<file path="config.mk">
export PLATFORM = sky130hd
export DESIGN_NAME = stopwatch_lap_counter
export DESIGN_NICKNAME = d
export VERILOG_FILES = /design/src/rtl/stopwatch_lap_counter.sv
export SDC_FILE = /design/constraint.sdc
export NUM_CORES = 1
export LEC_CHECK = 0
export ABC_AREA = 1
export CORE_ASPECT_RATIO = 0.6
export CORE_MARGIN = 2
export CORE_UTILIZATION = 63
export DETAILED_ROUTE_END_ITERATION = 8
export MAX_ROUTING_LAYER = met4
export PLACE_DENSITY = 0.86
export SLEW_MARGIN = 10
export SYNTH_ARGS = -nofsm -noshare
export SYNTH_HDL_FRONTEND = slang
export SYNTH_SLANG_ARGS = --single-unit
</file>
<file path="constraint.sdc">
create_clock -name clk -period 4.85 [get_ports clk]
set_input_delay 0.485 -clock clk [delete_from_list [all_inputs] [get_ports clk]]
set_output_delay 0.485 -clock clk [all_outputs]
set_load 0.01 [all_outputs]
</file>
<file path="src/rtl/stopwatch_lap_counter.sv">
// Stopwatch MM:SS BCD time base with lap-hold display; `STOPWATCH_SATURATE_EN holds the count at 59:59 instead of wrapping.
// Latency: display trails the live count by 1 cycle; no backpressure, memory=1 freezes the display while counting continues.
module stopwatch_lap_counter #(
  parameter int TICK_DIV = 100000000
) (
  input  logic       clk,
  input  logic       rst,
  input  logic       run_pulse,
  input  logic       clr_pulse,
  input  logic       memory,
  output logic       running,
  output logic       tick,
  output logic [3:0] min_tens,
  output logic [3:0] min_ones,
  output logic [3:0] sec_tens,
  output logic [3:0] sec_ones
);

  localparam int PW = $clog2(TICK_DIV);
  localparam logic [PW-1:0] PRE_MAX = PW'(TICK_DIV - 1);

  typedef enum logic {
    STOP = 1'b0,
    RUN  = 1'b1
  } state_t;

  typedef struct packed {
    logic [3:0] min_tens;
    logic [3:0] min_ones;
    logic [3:0] sec_tens;
    logic [3:0] sec_ones;
  } bcd_time_t;

  state_t          state_q, state_d;
  logic [PW-1:0]   pre_q, pre_d;
  bcd_time_t       live_q, live_d;
  bcd_time_t       disp_q, disp_d;

  function automatic bcd_time_t bcd_next(input bcd_time_t t);
    bcd_time_t n;
    n = t;
    if (t == bcd_time_t'(16'h5959)) begin
`ifdef STOPWATCH_SATURATE_EN
      n = t;
`else
      n = '0;
`endif
    end else if (t.sec_ones != 4'd9) begin
      n.sec_ones = t.sec_ones + 4'd1;
    end else begin
      n.sec_ones = 4'd0;
      if (t.sec_tens != 4'd5) begin
        n.sec_tens = t.sec_tens + 4'd1;
      end else begin
        n.sec_tens = 4'd0;
        if (t.min_ones != 4'd9) begin
          n.min_ones = t.min_ones + 4'd1;
        end else begin
          n.min_ones = 4'd0;
          n.min_tens = t.min_tens + 4'd1;
        end
      end
    end
    return n;
  endfunction

  always_comb begin
    state_d = state_q;
    pre_d   = pre_q;
    live_d  = live_q;
    disp_d  = memory ? disp_q : live_q;
    tick    = (state_q == RUN) && (pre_q == PRE_MAX);

    if (run_pulse) begin
      state_d = (state_q == RUN) ? STOP : RUN;
    end

    if (state_q == RUN) begin
      pre_d = tick ? '0 : pre_q + 1'b1;
      if (tick) begin
        live_d = bcd_next(live_q);
      end
    end else if (clr_pulse) begin
      // Clear overrides the lap hold so the operator always sees 00:00.
      pre_d  = '0;
      live_d = '0;
      disp_d = '0;
    end
  end

  always_ff @(posedge clk) begin
    if (rst) begin
      state_q <= STOP;
      pre_q   <= '0;
      live_q  <= '0;
      disp_q  <= '0;
    end else begin
      state_q <= state_d;
      pre_q   <= pre_d;
      live_q  <= live_d;
      disp_q  <= disp_d;
    end
  end

  assign running  = (state_q == RUN);
  assign min_tens = disp_q.min_tens;
  assign min_ones = disp_q.min_ones;
  assign sec_tens = disp_q.sec_tens;
  assign sec_ones = disp_q.sec_ones;

endmodule
</file>
==> flow_metrics.py <==
metrics = {
    "run_status": {
        "status": "complete, no violations",
    },
    "timing": {
        "fin_skew_ns": 0.00786,
        "setup_viol": 0,
        "finalCritPeriodShare": 0.590,
        "whs_ns": 0.460,
        "rsz0062_at_grt": "no",
        "setup_slack_ns": 1.99,
        "worstMarginPinSlew_ns": 0.662,
        "fin_setup_tns_ns": 0,
        "period_minus_slack_ns": 2.86,
        "hold_viol_final": 0,
        "slew_headroom": 0.558,
        "slew_violations": 0,
        "fmax_ghz": 0.349,
    },
    "power_and_ir_drop": {
        "p_comb_frac": 0.080,
        "power_w": 0.00114,
        "p_sw_w": 0.000282,
        "swShare": 0.247,
        "power_frac_clock": 0.468,
        "internal_power_w": 0.000859,
        "power_density_mw_per_mm2": 307,
        "seqPwrFrac": 0.452,
        "ir_drop_mv": 0.222,
        "p_leak_nw": 1.37,
    },
    "logic_synthesis": {
        "ys_top_cells_by_area": "dfxtp_1 37%, nand2_1 16%, nor2_1 7.4%, a21oi_1 7.3%, inv_1 6.3%",
        "synth.top_cell.area_share": 0.372,
        "synth_cell_type_count": 33,
        "synth_top_cell_by_area": "dfxtp_1",
        "synth.ff_latch_count": 60,
        "syn_avg_cell_area_um2": 6.54,
        "yosysSeqAreaShare": 0.372,
        "syn_nets": 508,
        "synthArstFlopShare": 0,
        "netlist_instances": 494,
        "synth-edff-count": 0,
        "netlist_area_mm2": 0.00323,
        "synth-main-ff-cell": "dfxtp_1",
        "yosys_warnings": 0,
    },
    "finish": {
        "final_common_cell": "nand2_1",
        "n_antenna_cell": 0,
        "area_growth_pct": 15.1,
        "post-route-util": 0.743,
        "drive_above_1_share": 0.0596,
        "nets": 529,
        "final_cell_mix": "137 x nand2_1, 64 x nor2_1, 60 x dfxtp_1",
    },
    "setup_path": {
        "crit_buf_inv": 2,
        "cp-startpoint": "pre_q[0]",
        "worstPathCellList": "ha_1 > nand2_1 > nor2_1 > nand2_2 > inv_1 > nand3_1 > nor4_1 > clkdlybuf4s50_1",
        "cp.required_ns": 4.37,
        "startpoint_type": "register",
        "critPathMaxFanout": 4,
        "worstSetupPathType": "register to primary output",
        "cpLargestDelayFamily": "simple AND/OR/NAND/NOR gates",
        "worstPathArrival_ns": 2.38,
        "reg2reg_from": "pre_q[0]",
        "end_kind": "primary output",
        "crit_slowest_cell": "clkdlybuf4s50_1",
        "slowest_delay_ns": 0.59,
    },
    "route": {
        "drc_errors": 0,
        "drt_wl_total_um": 8380,
        "topRoutingLayerUsed": "met4",
        "wl_per_cell_um": 14.3,
        "drt_iter0_markers": 275,
        "wl_met3_um": 829,
        "vias": 3290,
        "vias_per_cell": 5.61,
        "wl_met1_um": 4080,
        "postRouteAntennaNets": 0,
        "wl_met2_um": 3340,
        "drtPass1Iterations": 5,
    },
    "floorplanning": {
        "dieArea_mm2": 0.00574,
        "pin_count": 23,
        "fp.dieW_um": 96.4,
        "rows": 20,
        "dieHeight_um": 59.5,
        "start_util": 0.645,
        "core-area_mm2": 0.00500,
    },
    "global_routing": {
        "first_global_vias": 2860,
        "grt.overflow.total": 0,
        "antenna_found_initial": 0,
        "grt_first_pass_wirelength_um": 13700,
        "grt_max_degree": 31,
        "grt_usage": 0.328,
    },
    "placed_design": {
        "pre_cts_slack_ns": 2.40,
        "place_congestion": 0.945,
        "port-buffer-count": 22,
        "dp_hpwl_um": 5940,
    },
    "clock_tree": {
        "cts_hold_buf": 0,
        "cts_root_buf": "clkbuf_8",
        "cts_sinks": 60,
        "cts_setup_buffers": 0,
        "clock_path_buffers": 2,
        "clk_latency_ns": 0.35,
        "cts_tree": "yes",
        "cts_buffers": 9,
        "cts_resized": 0,
        "htreeDepth": 3,
        "clk_pin_slew_worst_paths_ns": 0.07,
    },
    "job": {
        "drv_cap": 0,
    },
    "min_path": {
        "min_from": "min_tens[2]",
        "hp-class": "register to register",
    },
}
==> flip-flops by register name, indices dropped and copies added, names as in the netlist <==
register / flops
live_q: 16
min_tens: 4
sec_tens: 4
min_ones: 4
sec_ones: 4
running: 1
pre_q: 27
==> power groups by stage <==
stage / clock network, W / registers (W) / logic [W]
after global routing: 0.000558 / 0.000517 / 0.000102
after floorplan: 0 / 0.000521 / 0.0000675
after global placement: 0 / 0.000525 / 0.0000859
final: 0.000535 / 0.000516 / 0.0000913
after CTS: 0.000536 / 0.000515 / 0.0000897
after detailed placement: 0 / 0.000526 / 0.0000884
==> cell families after synthesis <==
| kind of cell | count (synthesis) | share of synthesized area |
|---|---|---|
| compound gates | 66 | 0.105 |
| xor+xnor | 10 | 0.0271 |
| simple gates | 278 | 0.375 |
| fa+ha+maj | 9 | 0.0349 |
| flops | 60 | 0.372 |
| buf+inv | 71 | 0.0864 |
==> routing by layer <==
layer,GRT usage,vias up
met3,0.107,16
met2,0.447,150
met5,-,-
met1,0.464,1501
li1,-,1623
met4,0.0905,0
==> per-stage QoR <==
step	instances	cell area [um^2]
after global routing	586	3720
after floorplan	494	3230
after global placement	570	3480
after CTS	586	3720
after detailed placement	570	3480
final	586	3720
==> worst reg2reg max path, stage by stage (launching register included) <==
cell	delay, ns
dfxtp_1	0.40
ha_1	0.23
nand2_1	0.09
nor2_1	0.17
nand2_2	0.13
nor2_4	0.13
nand3_2	0.11
nand2_4	0.21
inv_2	0.09
nand2_1	0.17
inv_1	0.06
o21ai_0	0.07
nor2_1	0.06
==> Yosys cell counts (2+ instances only) <==
cell type / n
nor3_1: 10
xnor2_1: 2
a21oi_1: 47
inv_2: 2
nor2_4: 3
nor4_1: 3
ha_1: 9
buf_2: 3
xor2_1: 8
dfxtp_1: 60
nand2_1: 137
inv_1: 54
and3_1: 2
clkbuf_1: 7
nor2_1: 64
nand3_1: 37
buf_1: 2
o211ai_1: 2
nand4_1: 10
nand2_2: 4
o21ai_0: 14
nand3_2: 3
==> path summary, 6_finish.rpt <==
kind / to / slack (ns) / cells after the start
max: tick / 1.99 / 8
min: min_tens[2] / 0.46 / 2
max reg2reg: pre_q[25] / 2.84 / 12
min reg2reg: min_tens[2] / 0.46 / 2
==> final cells by class <==
cell class                 count  area [um^2]
clock inverter                 3         67.6
sequential                    60         1200
clock buffer                  13          169
tap                           66         82.6
fill                         408         1280
timing repair buffer          24          235
multi-input combinational    363         1750
inverter                      57          214
Power figures use the tool's default switching activity.
==> RTL edit, RTL diff (same flow settings) <==
Add an input register stage for `run_pulse`, `clr_pulse` and `memory`, cleared by the reset; this delays them by one clock. Comments in the files are not updated.
--- a/src/rtl/stopwatch_lap_counter.sv
+++ b/src/rtl/stopwatch_lap_counter.sv
@@ -30,6 +30,22 @@
     logic [3:0] sec_tens;
     logic [3:0] sec_ones;
   } bcd_time_t;
+
+  logic run_pulse_q;
+  logic clr_pulse_q;
+  logic memory_q;
+
+  always_ff @(posedge clk) begin
+    if (rst) begin
+      run_pulse_q <= '0;
+      clr_pulse_q <= '0;
+      memory_q    <= '0;
+    end else begin
+      run_pulse_q <= run_pulse;
+      clr_pulse_q <= clr_pulse;
+      memory_q    <= memory;
+    end
+  end
 
   state_t          state_q, state_d;
   logic [PW-1:0]   pre_q, pre_d;
@@ -68,10 +84,10 @@
     state_d = state_q;
     pre_d   = pre_q;
     live_d  = live_q;
-    disp_d  = memory ? disp_q : live_q;
+    disp_d  = memory_q ? disp_q : live_q;
     tick    = (state_q == RUN) && (pre_q == PRE_MAX);
 
-    if (run_pulse) begin
+    if (run_pulse_q) begin
       state_d = (state_q == RUN) ? STOP : RUN;
     end
 
@@ -80,7 +96,7 @@
       if (tick) begin
         live_d = bcd_next(live_q);
       end
-    end else if (clr_pulse) begin
+    end else if (clr_pulse_q) begin
       // Clear overrides the lap hold so the operator always sees 00:00.
       pre_d  = '0;
       live_d = '0;
Check against the original RTL: not equivalent (a bounded check fails within 4 cycles, from zero or initial values and one cycle with rst high).
==> RTL edit against the original RTL <==
Fmax rose by 8.0%; global-route usage shrank 3.8 points; sequential power rose by 5.2%; total power is 7.2% lower; routed wire length shrank 4.5%; sequential share of layout area is 1.5 points higher; clock skew shrank 0.0022 ns; cell area increased by 0.24%; sequential cell count grew 3; via count up 1.6%; area after synthesis up 2.1%; setup slack improved by 0.21 ns.
==> RTL edit: results <==
routing:
  wl_per_cell_um: 13.70
  vias: 3343
  viasPerCell: 5.724
  drt_first_pass_iters: 7
  detail-route-antenna-nets: 0
  initialDrtViolationCount: 290
worst_setup_path:
  path_max_fanout: 5
  slowest_delay_ns: 0.55
  critPathArrivalTime_ns: 2.17
  slowest_stage: "clkdlybuf4s50_1"
  reg2reg_depth: 6
cells_and_area:
  fill_cells: 433
  drive_above_1_share_pct: 7.336
  fin_nets: 528
  largestRegisters: "pre_q (27), live_q (16)"
  antenna_cells: 0
cts:
  cts_resized: 0
  post-cts-setup-buffers: 0
  clk_latency_ns: 0.34
  cts_max_level: 3
  ctsRootBufferMaster: "clkbuf_8"
  path_clk_slew_ns: 0.07
  cts_buffer_depth: 2
  cts_made_buffers: 9
global_routing:
  antenna_found_initial: 0
  grt_util_met1_pct: 40.29
  grtUsageTotal_pct: 28.98
  grt_pass1_vias: 2882
  use_met3_pct: 7.719
  grt_pass1_wl_um: 13080
  grt_max_degree: 35
  grt_use_met2_pct: 42.76
sta:
  tightest_slew_ns: 0.6798
  fin_skew_ns: 0.005702
placed_design:
  dp_cells: 569
  dpl_cell_area_um2: 3550
  pre_cts_ws_ns: 2.537
  routabilityCongestion: 0.9794
  port_buffers: 22
  dp_hpwl_um: 5684
outcome:
  outcome: "finished, final reports clean"
power_and_ir_drop:
  peakVddDrop_mv: 0.1774
  leakagePower_nw: 1.361
  switching_share_pct: 25.79
synth:
  synth_fa_ha_area_share_pct: 3.413
  yosysSeqAreaShare_pct: 38.23
  synthMuxAreaShare_pct: 0
  syn_avg_cell_area_um2: 6.693
  yosysWarnings: 0
  synth_commonest_cells: "139 x nand2_1, 63 x dfxtp_1, 57 x nor2_1, 51 x a21oi_1, 46 x inv_1"
  syn-num-nets: 507
  synth_ff_type: "dfxtp_1"
  synth_compound_area_share_pct: 10.35
  synthArstFlopShare_pct: 0
  synth_xor_area_share_pct: 2.389
  synthTopCellsByArea: "dfxtp_1 38%, nand2_1 16%, a21oi_1 7.7%"
  synth_cell_types: 27
hold_path:
  hold_depth: 2
  hp-class: "flip-flop to flip-flop"
-- RTL edit: changes by cell type in the layout (fill, tap and decap cells not counted), sizes merged, moves of 2 or more --
cell / change
a21oi: +4
and3: -2
clkbuf: -2
dfxtp: +3
inv: -8
nand3: +8
nand4: +2
o21ai: -5
-- RTL edit: metal layers --
| metal | wire, um | vias to the layer above |
|---|---|---|
| met5 | 0 | - |
| met3 | 800 | 10 |
| met1 | 3763 | 1520 |
| met2 | 3381 | 170 |
| met4 | 55 | 0 |
| li1 | - | 1643 |
-- RTL edit: power groups by stage --
stage | combinational [mW] | clock [mW] | sequential, mW
floorplan | 0.0605 | 0 | 0.549
global placement | 0.0798 | 0 | 0.553
detailed placement | 0.0819 | 0 | 0.554
finish | 0.0842 | 0.432 | 0.543
CTS | 0.0827 | 0.433 | 0.543
global route | 0.0943 | 0.455 | 0.545
-- RTL edit: critical path, delay by kind of cell (launching register included) --
family | cells | cell delay (ns)
buffers and inverters | 3 | 0.76
adder cells (fa/ha/maj) | 1 | 0.21
AND/OR/NAND/NOR | 4 | 0.47
flip-flops | 1 | 0.39
-- RTL edit: cell type report --
cell class / instances / area [um^2] / area share (%)
clock inverter: 4 / 47.55 / 1.275
multi-input combinational: 368 / 1790 / 48.02
inverter: 48 / 180.2 / 4.832
clock buffer: 11 / 131.4 / 3.523
tap: 66 / 82.58 / 2.215
timing repair buffer: 24 / 235.2 / 6.309
sequential: 63 / 1261 / 33.83
-- RTL edit: worst paths after layout --
check	start	end	slack [ns]
setup / recovery	pre_q[0]	tick	2.20
hold / removal	min_tens[2]	min_tens[2]	0.46
setup reg to reg	running	live_q[1]	2.85
hold reg to reg	min_tens[2]	min_tens[2]	0.46
